==> src/rtl/boa_pmu_ctl.sv <==
// boa_pmu_ctl: power-management sequencer between the board buttons / PMU
// request lines and the SoC reset and clock-gate.
//  - Debounces the raw reset and wake buttons (2-flop sync + stability count).
//  - Stretches every reset to exactly RST_CYCLES cycles.
//  - Sequences shutdown with a SHDN_GUARD cycle delay.
//  - Records the cause of the last reset.
// Optional watchdog: define BOA_PMU_WDT_EN to build it in.
// The FSM state is exported on the state port for observation.
module boa_pmu_ctl #(
    parameter int unsigned DB_CYCLES  = 1000000,
    parameter int unsigned RST_CYCLES = 16,
    parameter int unsigned SHDN_GUARD = 4,
    parameter int unsigned WDT_CYCLES = 100000000
) (
    input  logic       clk,
    input  logic       rst,
    input  logic       btn_rst_raw,
    input  logic       btn_wake_raw,
    input  logic       req_rst,
    input  logic       req_shdn,
    input  logic       wdt_kick,
    output logic       core_rst,
    output logic       core_shdn,
    output logic [1:0] state,
    output logic [2:0] rst_cause
);

    typedef enum logic [1:0] {
        ST_RESET     = 2'd0,
        ST_RUN       = 2'd1,
        ST_SHDN_PEND = 2'd2,
        ST_SHDN      = 2'd3
    } state_t;

    localparam logic [2:0] CAUSE_POR  = 3'd0;
    localparam logic [2:0] CAUSE_BTN  = 3'd1;
    localparam logic [2:0] CAUSE_SW   = 3'd2;
    localparam logic [2:0] CAUSE_WAKE = 3'd3;
    localparam logic [2:0] CAUSE_WDT  = 3'd4;

    localparam int unsigned DBW = $clog2(DB_CYCLES + 1);
    localparam logic [DBW-1:0] DB_LAST = DBW'(DB_CYCLES - 1);

    localparam int unsigned CNT_MAX = (RST_CYCLES > SHDN_GUARD) ? RST_CYCLES : SHDN_GUARD;
    localparam int unsigned CW = $clog2(CNT_MAX + 1);
    localparam logic [CW-1:0] RST_LAST   = CW'(RST_CYCLES - 1);
    localparam logic [CW-1:0] GUARD_LAST = CW'(SHDN_GUARD - 1);

    // Index 0 is the reset button, index 1 the wake button.
    logic [1:0]     btn_raw;
    logic [1:0]     sync_a;
    logic [1:0]     sync_b;
    logic [1:0]     db_lvl;
    logic [1:0]     db_hit;
    logic [DBW-1:0] db_cnt [2];

    logic           btn_rst_evt;
    logic           wake_evt;
    logic           wdt_exp;

    state_t         cur_st;
    state_t         nxt_st;
    logic [CW-1:0]  cnt;
    logic [CW-1:0]  cnt_nxt;
    logic [2:0]     cause_nxt;

    assign btn_raw = {btn_wake_raw, btn_rst_raw};

    // Two-flop synchronisers for the asynchronous button inputs.
    always_ff @(posedge clk or posedge rst) begin
        if (rst) begin
            sync_a <= '0;
            sync_b <= '0;
        end else begin
            sync_a <= btn_raw;
            sync_b <= sync_a;
        end
    end

    // A debounced level flips on the edge its stability count completes.
    always_comb begin
        db_hit = '0;
        for (int i = 0; i < 2; i++) begin
            db_hit[i] = (sync_b[i] != db_lvl[i]) && (db_cnt[i] == DB_LAST);
        end
    end

    // Stability counters: cleared whenever the synced level agrees with the debounced one.
    always_ff @(posedge clk or posedge rst) begin
        if (rst) begin
            db_lvl <= '0;
            for (int i = 0; i < 2; i++) begin
                db_cnt[i] <= '0;
            end
        end else begin
            for (int i = 0; i < 2; i++) begin
                if (sync_b[i] == db_lvl[i]) begin
                    db_cnt[i] <= '0;
                end else if (db_hit[i]) begin
                    db_lvl[i] <= sync_b[i];
                    db_cnt[i] <= '0;
                end else begin
                    db_cnt[i] <= db_cnt[i] + DBW'(1);
                end
            end
        end
    end

    // Only the rising edge of a debounced level is an event.
    assign btn_rst_evt = db_hit[0] & sync_b[0];
    assign wake_evt    = db_hit[1] & sync_b[1];

`ifdef BOA_PMU_WDT_EN
    localparam logic [31:0] WDT_LAST = 32'(WDT_CYCLES - 1);
    logic [31:0] wdt_cnt;

    assign wdt_exp = (cur_st == ST_RUN) && !wdt_kick && (wdt_cnt == WDT_LAST);

    // Watchdog runs only in RUN; any kick, expiry or other state clears it.
    always_ff @(posedge clk or posedge rst) begin
        if (rst) begin
            wdt_cnt <= '0;
        end else if ((cur_st != ST_RUN) || wdt_kick || wdt_exp) begin
            wdt_cnt <= '0;
        end else begin
            wdt_cnt <= wdt_cnt + 32'd1;
        end
    end
`else
    localparam int unsigned unused_wdt_cycles = WDT_CYCLES;
    logic unused_wdt_kick;
    assign unused_wdt_kick = wdt_kick;
    assign wdt_exp = 1'b0;
`endif

    // State register plus registered outputs decoded from the next state.
    always_ff @(posedge clk or posedge rst) begin
        if (rst) begin
            cur_st    <= ST_RESET;
            cnt       <= '0;
            rst_cause <= CAUSE_POR;
            core_rst  <= 1'b1;
            core_shdn <= 1'b0;
        end else begin
            cur_st    <= nxt_st;
            cnt       <= cnt_nxt;
            rst_cause <= cause_nxt;
            core_rst  <= (nxt_st == ST_RESET);
            core_shdn <= (nxt_st == ST_SHDN);
        end
    end

    // Next state with fixed priority BTN > SW > WDT > WAKE > shutdown.
    always_comb begin
        nxt_st    = cur_st;
        cnt_nxt   = cnt;
        cause_nxt = rst_cause;
        case (cur_st)
            ST_RESET: begin
                if (btn_rst_evt) begin
                    cnt_nxt   = '0;
                    cause_nxt = CAUSE_BTN;
                end else if (req_rst) begin
                    cnt_nxt   = '0;
                    cause_nxt = CAUSE_SW;
                end else if (cnt == RST_LAST) begin
                    nxt_st  = ST_RUN;
                    cnt_nxt = '0;
                end else begin
                    cnt_nxt = cnt + CW'(1);
                end
            end
            ST_RUN: begin
                if (btn_rst_evt) begin
                    nxt_st    = ST_RESET;
                    cnt_nxt   = '0;
                    cause_nxt = CAUSE_BTN;
                end else if (req_rst) begin
                    nxt_st    = ST_RESET;
                    cnt_nxt   = '0;
                    cause_nxt = CAUSE_SW;
                end else if (wdt_exp) begin
                    nxt_st    = ST_RESET;
                    cnt_nxt   = '0;
                    cause_nxt = CAUSE_WDT;
                end else if (req_shdn) begin
                    nxt_st  = ST_SHDN_PEND;
                    cnt_nxt = '0;
                end
            end
            ST_SHDN_PEND: begin
                if (btn_rst_evt) begin
                    nxt_st    = ST_RESET;
                    cnt_nxt   = '0;
                    cause_nxt = CAUSE_BTN;
                end else if (req_rst) begin
                    nxt_st    = ST_RESET;
                    cnt_nxt   = '0;
                    cause_nxt = CAUSE_SW;
                end else if (cnt == GUARD_LAST) begin
                    nxt_st  = ST_SHDN;
                    cnt_nxt = '0;
                end else begin
                    cnt_nxt = cnt + CW'(1);
                end
            end
            ST_SHDN: begin
                if (btn_rst_evt) begin
                    nxt_st    = ST_RESET;
                    cnt_nxt   = '0;
                    cause_nxt = CAUSE_BTN;
                end else if (req_rst) begin
                    nxt_st    = ST_RESET;
                    cnt_nxt   = '0;
                    cause_nxt = CAUSE_SW;
                end else if (wake_evt) begin
                    nxt_st    = ST_RESET;
                    cnt_nxt   = '0;
                    cause_nxt = CAUSE_WAKE;
                end
            end
            default: begin
                nxt_st  = ST_RESET;
                cnt_nxt = '0;
            end
        endcase
    end

    assign state = cur_st;

endmodule

==> config.mk <==
export PLATFORM = sky130hd
export DESIGN_NAME = boa_pmu_ctl
export DESIGN_NICKNAME = d
export VERILOG_FILES = /design/src/rtl/boa_pmu_ctl.sv
export SDC_FILE = /design/constraint.sdc
export NUM_CORES = 1
export LEC_CHECK = 0
export BUFFER_PORTS_ARGS = -buffer_cell sky130_fd_sc_hd__buf_2
export CELL_PAD_IN_SITES_DETAIL_PLACEMENT = 0
export CELL_PAD_IN_SITES_GLOBAL_PLACEMENT = 1
export CORE_MARGIN = 4
export CORE_UTILIZATION = 43
export CTS_BUF_LIST = sky130_fd_sc_hd__clkbuf_16
export DETAILED_ROUTE_END_ITERATION = 16
export PLACE_DENSITY_LB_ADDON = 0.1
export RECOVER_POWER = 25
export SLEW_MARGIN = 0
export SYNTH_ARGS = -nofsm -noshare
export SYNTH_HDL_FRONTEND = slang
export SYNTH_SLANG_ARGS = --single-unit
==> constraint.sdc <==
create_clock -name clk -period 1.85 [get_ports clk]
set_input_delay 0.0925 -clock clk [delete_from_list [all_inputs] [get_ports clk]]
set_output_delay 0.0925 -clock clk [all_outputs]
set_load 0.005 [all_outputs]
==> reports/metrics.yaml, run 1 <==
synth:
  syn_area_per_cell_um2: 9.731
  synth_area_leaders: "dfrtp_1, xor2_1, nor2_1"
  synth_fp_nets: 308
  ys_seq_elements: 57
  synth_edf_count: 0
  synth-async-reset-ratio: 1.000
  netlist_top_cells_count: "dfrtp_1, nor2_1, a21oi_1"
  ys.flop_type: "dfrtp_1"
  ys_types: 40
  yosysTopAreaCell: "dfrtp_1"
  synth.most_common_cell: "dfrtp_1"
  syn_inst: 296
  yosysWarningCount: 0
  syn_area_um2: 2880
  synth_largest_type_area_fraction: 0.4865
  synth-seq-area-share: 0.4957
critical_path:
  crit_path_start_kind: "register"
  crit_type: "reg2reg"
  path_max_fanout: 20
  r2r_slack_ns: -0.09
  crit_arrival_ns: 2.14
  end_kind: "register"
  cp.required_ns: 2.05
timing:
  setup_slack_ns: -0.09027
  fin_skew_ns: 0.006760
  setup_viol: 26
  max_freq_mhz: 515.4
  period_minus_slack_ns: 1.940
  tns_ns: -1.919
  tightest_slew_ns: 0.7798
  rsz0062_at_grt: "yes"
  hold_viol: 0
  relSlewSlack: 0.4796
  final_max_slew_viol_count: 0
  post-route-period-util: 1.049
power_and_ir_drop:
  peakVddDrop_v: 0.0005446
  power.total_w: 0.002957
  p_leak_nw: 1.600
  pwr_density_cell_nw_per_um2: 813.7
floorplanning:
  io_pins: 14
  die_area_um2: 8072
  fp.coreArea_um2: 6422
  initial_utilization: 0.4485
  die_w_um: 89.85
  fp-row-count: 29
  fp.dieH_um: 89.85
finish:
  n_antenna_cell: 0
  area_delta_synth_final_pct: 26.19
  final_cell_area_um2: 3635
  fill_cells: 583
  fin_nets: 361
  final_cells: 430
  drive_gt1_frac: 0.2096
grt:
  grt_max_degree: 40
  antenna_found_initial: 0
  track_usage: 0.1657
  grt_pass1_wl_um: 10960
  grt.overflow.total: 0
  first_global_vias: 2318
routing:
  drt-initial-drc-count: 55
  vias: 2318
  drc: 0
  finalWirelength_um: 6149
  ant_nets: 0
  via_per_inst: 5.391
  dr.pass1.iters: 4
  drt-wirelength-per-cell_um: 14.30
placed_design:
  placed_area_um2: 3289
  place_congestion: 0.7118
  portBuffers: 11
  dpl.hpwl_um: 4245
  dp_cells: 412
clock_network:
  cts.sinks: 57
  root_buffer: "clkbuf_16"
  cts_post_setup_buffers_inserted: 0
  numCtsBuffers: 9
  htreeDepth: 3
  max-clock-path-buffers: 2
  clk_latency_ns: 0.32
  clk_pin_slew_worst_paths_ns: 0.05
  cts_tree: "yes"
min_path:
  hold_path.class: "in2reg"
status:
  violations: "negative setup slack"
  status: "finished with violations"
run:
  cap_violations: 0
==> logic make-up after synthesis <==
logic type	synth area share
AO/OA/AOI/OAI	0.1095
XOR/XNOR	0.07906
adder cells (fa/ha/maj)	0.02172
buffers and inverters	0.03388
flip-flops	0.4957
multiplexers	0.003909
other	0.001302
AND/OR/NAND/NOR	0.2550
==> registers in the layout, summed over array words and instances, names as in the netlist <==
signal,count
db_cnt,40
cnt,5
db_lvl,2
rst_cause,2
state,2
sync_a,2
sync_b,2
core_rst,1
core_shdn,1
==> through the flow <==
step | hold WS (ns) | worst slack [ns] | util
after detailed placement | 0.1255 | -0.1464 | 0.5122
after floorplan | 0.1239 | -0.09590 | -
after global routing | 0.1102 | -0.1512 | 0.5659
after global placement | 0.1200 | -0.1232 | 0.5122
after CTS | 0.09057 | -0.09972 | 0.5640
final | 0.09841 | -0.09027 | 0.5659
==> final timing paths <==
| check | from | end | cells past startpoint |
|---|---|---|---|
| worst min register to register | sync_a[1] | sync_b[1] | 0 |
| max in group asynchronous | rst | core_rst | 4 |
| min in group asynchronous | rst | db_cnt[13] | 3 |
| worst max register to register | db_cnt[10] | db_cnt[12] | 5 |
| worst min-delay path | req_shdn | state[0] | 3 |
| worst max-delay path | db_cnt[10] | db_cnt[12] | 5 |
==> cell usage in the layout, fill, tap and decap left out, types with 8 or more instances in the layout <==
master and n:
dfrtp_1 56, inv_1 9, nand2_1 15, a21oi_1 19
xnor2_1 8, nor2_1 32, xor2_1 18, nand3_1 17
o21ai_0 10, clkbuf_16 9, or3_1 9, nand4_1 16
buf_4 35, buf_2 11
==> report_power, final <==
part	leakage (nW)	internal, W	switching, W
combinational	0.694	0.0000568	0.0000814
clock	0.135	0.00101	0.000527
sequential	0.771	0.00127	0.0000130
total	1.60	0.00234	0.000621
==> cell type report <==
cell class              instances  area (um^2)  share of cell area
flip-flops and latches         57         1428              0.3928
multi-input cells             219         1393              0.3831
repair buffers                 53        409.1              0.1126
clock buffers                   9        225.2             0.06196
well taps                      77        96.34             0.02651
clock inverters                 6        50.05             0.01377
inverters                       9        33.78            0.009294
==> layer usage <==
metal,GRT usage,vias to the layer above,routed length [um]
met5,0,-,0
met4,0.06769,0,105
met3,0.03422,9,200
met2,0.2362,40,2624
met1,0.2450,1095,3219
li1,-,1174,-
==> critical path, stage by stage, from the launching register on <==
cell and delay, ns:
dfrtp_1 0.38, or4_4 0.54, or4_4 0.47, o22ai_4 0.19, buf_12 0.18, nor2_1 0.06
==> timing repair <==
| action | CTS | global route |
|---|---|---|
| hold buffers | 4 | 0 |
| gates resized for setup | 8 | 3 |
| hold endpoints to repair | 21 | 0 |
| pin swaps | 8 | 1 |
| gates cloned | 0 | 0 |
| setup endpoints to repair | 28 | 28 |
(Power assumes the default switching activity.)
==> inputs of run 2 (changes only) <==
--- a/config.mk
+++ b/config.mk
@@ -9,7 +9,7 @@
 export CELL_PAD_IN_SITES_DETAIL_PLACEMENT = 0
 export CELL_PAD_IN_SITES_GLOBAL_PLACEMENT = 1
 export CORE_MARGIN = 4
-export CORE_UTILIZATION = 43
+export CORE_UTILIZATION = 48
 export CTS_BUF_LIST = sky130_fd_sc_hd__clkbuf_16
 export DETAILED_ROUTE_END_ITERATION = 16
 export PLACE_DENSITY_LB_ADDON = 0.1
==> constraint.sdc (replaced) <==
create_clock -name clk -period 1.9 [get_ports clk]
set_input_delay 0.095 -clock clk [delete_from_list [all_inputs] [get_ports clk]]
set_output_delay 0.095 -clock clk [all_outputs]
set_load 0.005 [all_outputs]
==> reports/metrics.yaml, run 2 (synthesis gave the netlist of run 1 again) <==
timing:
  max_freq_mhz: 520.0  # +0.90%
  setup_viol: 21  # -19%
  fin_skew_ns: 0.005110  # -0.001650 ns
  hold_viol: 0  # unchanged
  period_minus_slack_ns: 1.923  # -0.01721 ns
  final_max_slew_viol_count: 0  # unchanged
  setup_slack_ns: -0.02306  # +0.06721 ns
  rsz0062_at_grt: "yes"
  relSlewSlack: 0.3103  # -0.1693
  holdWs_ns: 0.09431  # -0.004100 ns
  tightest_slew_ns: 1.033  # +0.2536 ns
  post-route-period-util: 1.012  # -0.03666
critical_path:
  path_max_fanout: 20  # unchanged
  crit_path_start_kind: "register"
  crit_type: "reg2reg"
  end_kind: "register"
  crit_arrival_ns: 2.13  # about the same
  cp.required_ns: 2.11  # +0.06 ns
floorplanning:
  initial_utilization: 0.5075  # +0.05902
  fp.coreArea_um2: 5675  # -12%
  fp.dieH_um: 85.47  # -4.9%
  die_area_um2: 7304  # -9.5%
  fp-row-count: 27  # -6.9%
  die_w_um: 85.47  # -4.9%
  io_pins: 14  # unchanged
routing:
  finalWirelength_um: 5905  # -4.0%
  drt-wirelength-per-cell_um: 13.89  # -2.8%
  ant_nets: 0  # unchanged
  drt-initial-drc-count: 115  # +110%
  vias: 2326  # +0.35%
  dr.pass1.iters: 4  # unchanged
  drc: 0  # unchanged
  via_per_inst: 5.473  # +1.5%
power_and_ir_drop:
  p_sw_frac: 0.2189  # +0.008885
  pwr_density_cell_nw_per_um2: 761.4  # -6.4%
  combinationalPowerShare: 0.045  # -0.002
  power_switching_w: 0.0006000  # -3.4%
  intPower_w: 0.002142  # -8.3%
  pwr-share-clk: 0.498  # -0.022
  p_seq_frac: 0.457  # +0.023
  peakVddDrop_v: 0.0004880  # -10%
  p_leak_nw: 1.600  # about the same
grt:
  track_usage: 0.1794  # +0.01368
  antenna_found_initial: 0  # unchanged
  grt_pass1_wl_um: 10450  # -4.6%
  grt.overflow.total: 0  # unchanged
  first_global_vias: 2205  # -4.9%
  grt_max_degree: 33  # -18%
finish:
  regMostFlops: "db_cnt"
  fill_cells: 479  # -18%
  final_cell_area_um2: 3601  # -0.93%
  multiInputGateArea_um2: 1390  # -0.18%
  layout_common_cells: "dfrtp_1, buf_4, nor2_1"
  area_delta_synth_final_pct: 25.02
  drive_gt1_frac: 0.2068  # -0.002833
  largest_reg_flops: 40  # unchanged
  fin_nets: 360  # -0.28%
  final_common_cell: "dfrtp_1"
  reg_top3: "db_cnt (40), cnt (5)"
  ff_latch_area_um2: 1428  # unchanged
  post-route-util: 0.6345  # +0.06853
  n_antenna_cell: 0  # unchanged
  final_cells: 425  # -1.2%
placed_design:
  dp_cells: 404  # -1.9%
  placed_area_um2: 3257  # -0.99%
  portBuffers: 11  # unchanged
  place_congestion: 0.7544  # +6.0%
  dpl.hpwl_um: 4173  # -1.7%
  dp_slack_ns: -0.1125  # +0.03389 ns
run:
  cap_violations: 0  # unchanged
clock_network:
  numCtsBuffers: 9  # unchanged
  cts.sinks: 57  # unchanged
  max-clock-path-buffers: 2  # unchanged
  cts_tree: "yes"
  clk_latency_ns: 0.32  # about the same
  clk_pin_slew_worst_paths_ns: 0.05  # about the same
  htreeDepth: 3  # unchanged
  root_buffer: "clkbuf_16"
status:
  violations: "negative setup slack"
  status: "finished with violations"
min_path:
  hold_path.class: "in2reg"
## run 2: path summary, 6_finish.rpt
check	start	endpoint	slack [ns]	depth (start not counted)
setup / recovery	db_cnt[10]	db_cnt[11]	-0.02	5
hold / removal	req_shdn	state[0]	0.09	3
setup reg to reg	db_cnt[10]	db_cnt[11]	-0.02	5
hold reg to reg	sync_a[1]	sync_b[1]	0.36	0
max in group asynchronous	rst	core_rst	0.56	4
min in group asynchronous	rst	db_cnt[0]	0.57	3
## run 2: worst max-delay path, stage by stage (launching register included)
cell     delay, ns
dfrtp_1       0.38
or4_4         0.53
or4_4         0.47
o22ai_4       0.19
buf_12        0.18
nor2_1        0.06
## run 2: final cells by class
type / instances / share of cell area
Timing Repair Buffer: 52 / 0.1115
Multi-Input combinational cell: 219 / 0.3860
Tap cell: 72 / 0.02502
Clock inverter: 7 / 0.009034
Inverter: 9 / 0.009382
Clock buffer: 9 / 0.06254
Sequential cell: 57 / 0.3965
## run 2: what timing repair did
action | 4_1_cts | 5_1_grt
hold endpoints to repair | 28 | 0
gates resized for setup | 4 | 6
buffers inserted | 0 | 1
hold buffers | 4 | 0
pin swaps | 0 | 3
setup endpoints to repair | 28 | 31
## run 2: layer usage
layer | up-vias | wire (um) | GRT usage
li1 | 1165 | - | -
met1 | 1121 | 2968 | 0.2588
met2 | 34 | 2641 | 0.2542
met3 | 6 | 208 | 0.04175
met4 | 0 | 86 | 0.08201
met5 | - | 0 | 0
## run 2: through the flow
stage                     power (W)   TNS, ns
after CTS                  0.002774  -0.09787
final                      0.002742   -0.2789
after detailed placement   0.001391    -1.423
after global placement     0.001389   -0.9845
after global routing       0.002861    -1.481
after floorplan            0.001343   -0.8348
## run 2: power by group through the flow
stage	clock network [W]	logic [W]	registers (W)
after floorplan	0	0.0000752	0.00127
after global placement	0	0.000119	0.00127
after detailed placement	0	0.000120	0.00127
after CTS	0.00140	0.000127	0.00125
after global routing	0.00146	0.000142	0.00125
final	0.00137	0.000124	0.00125
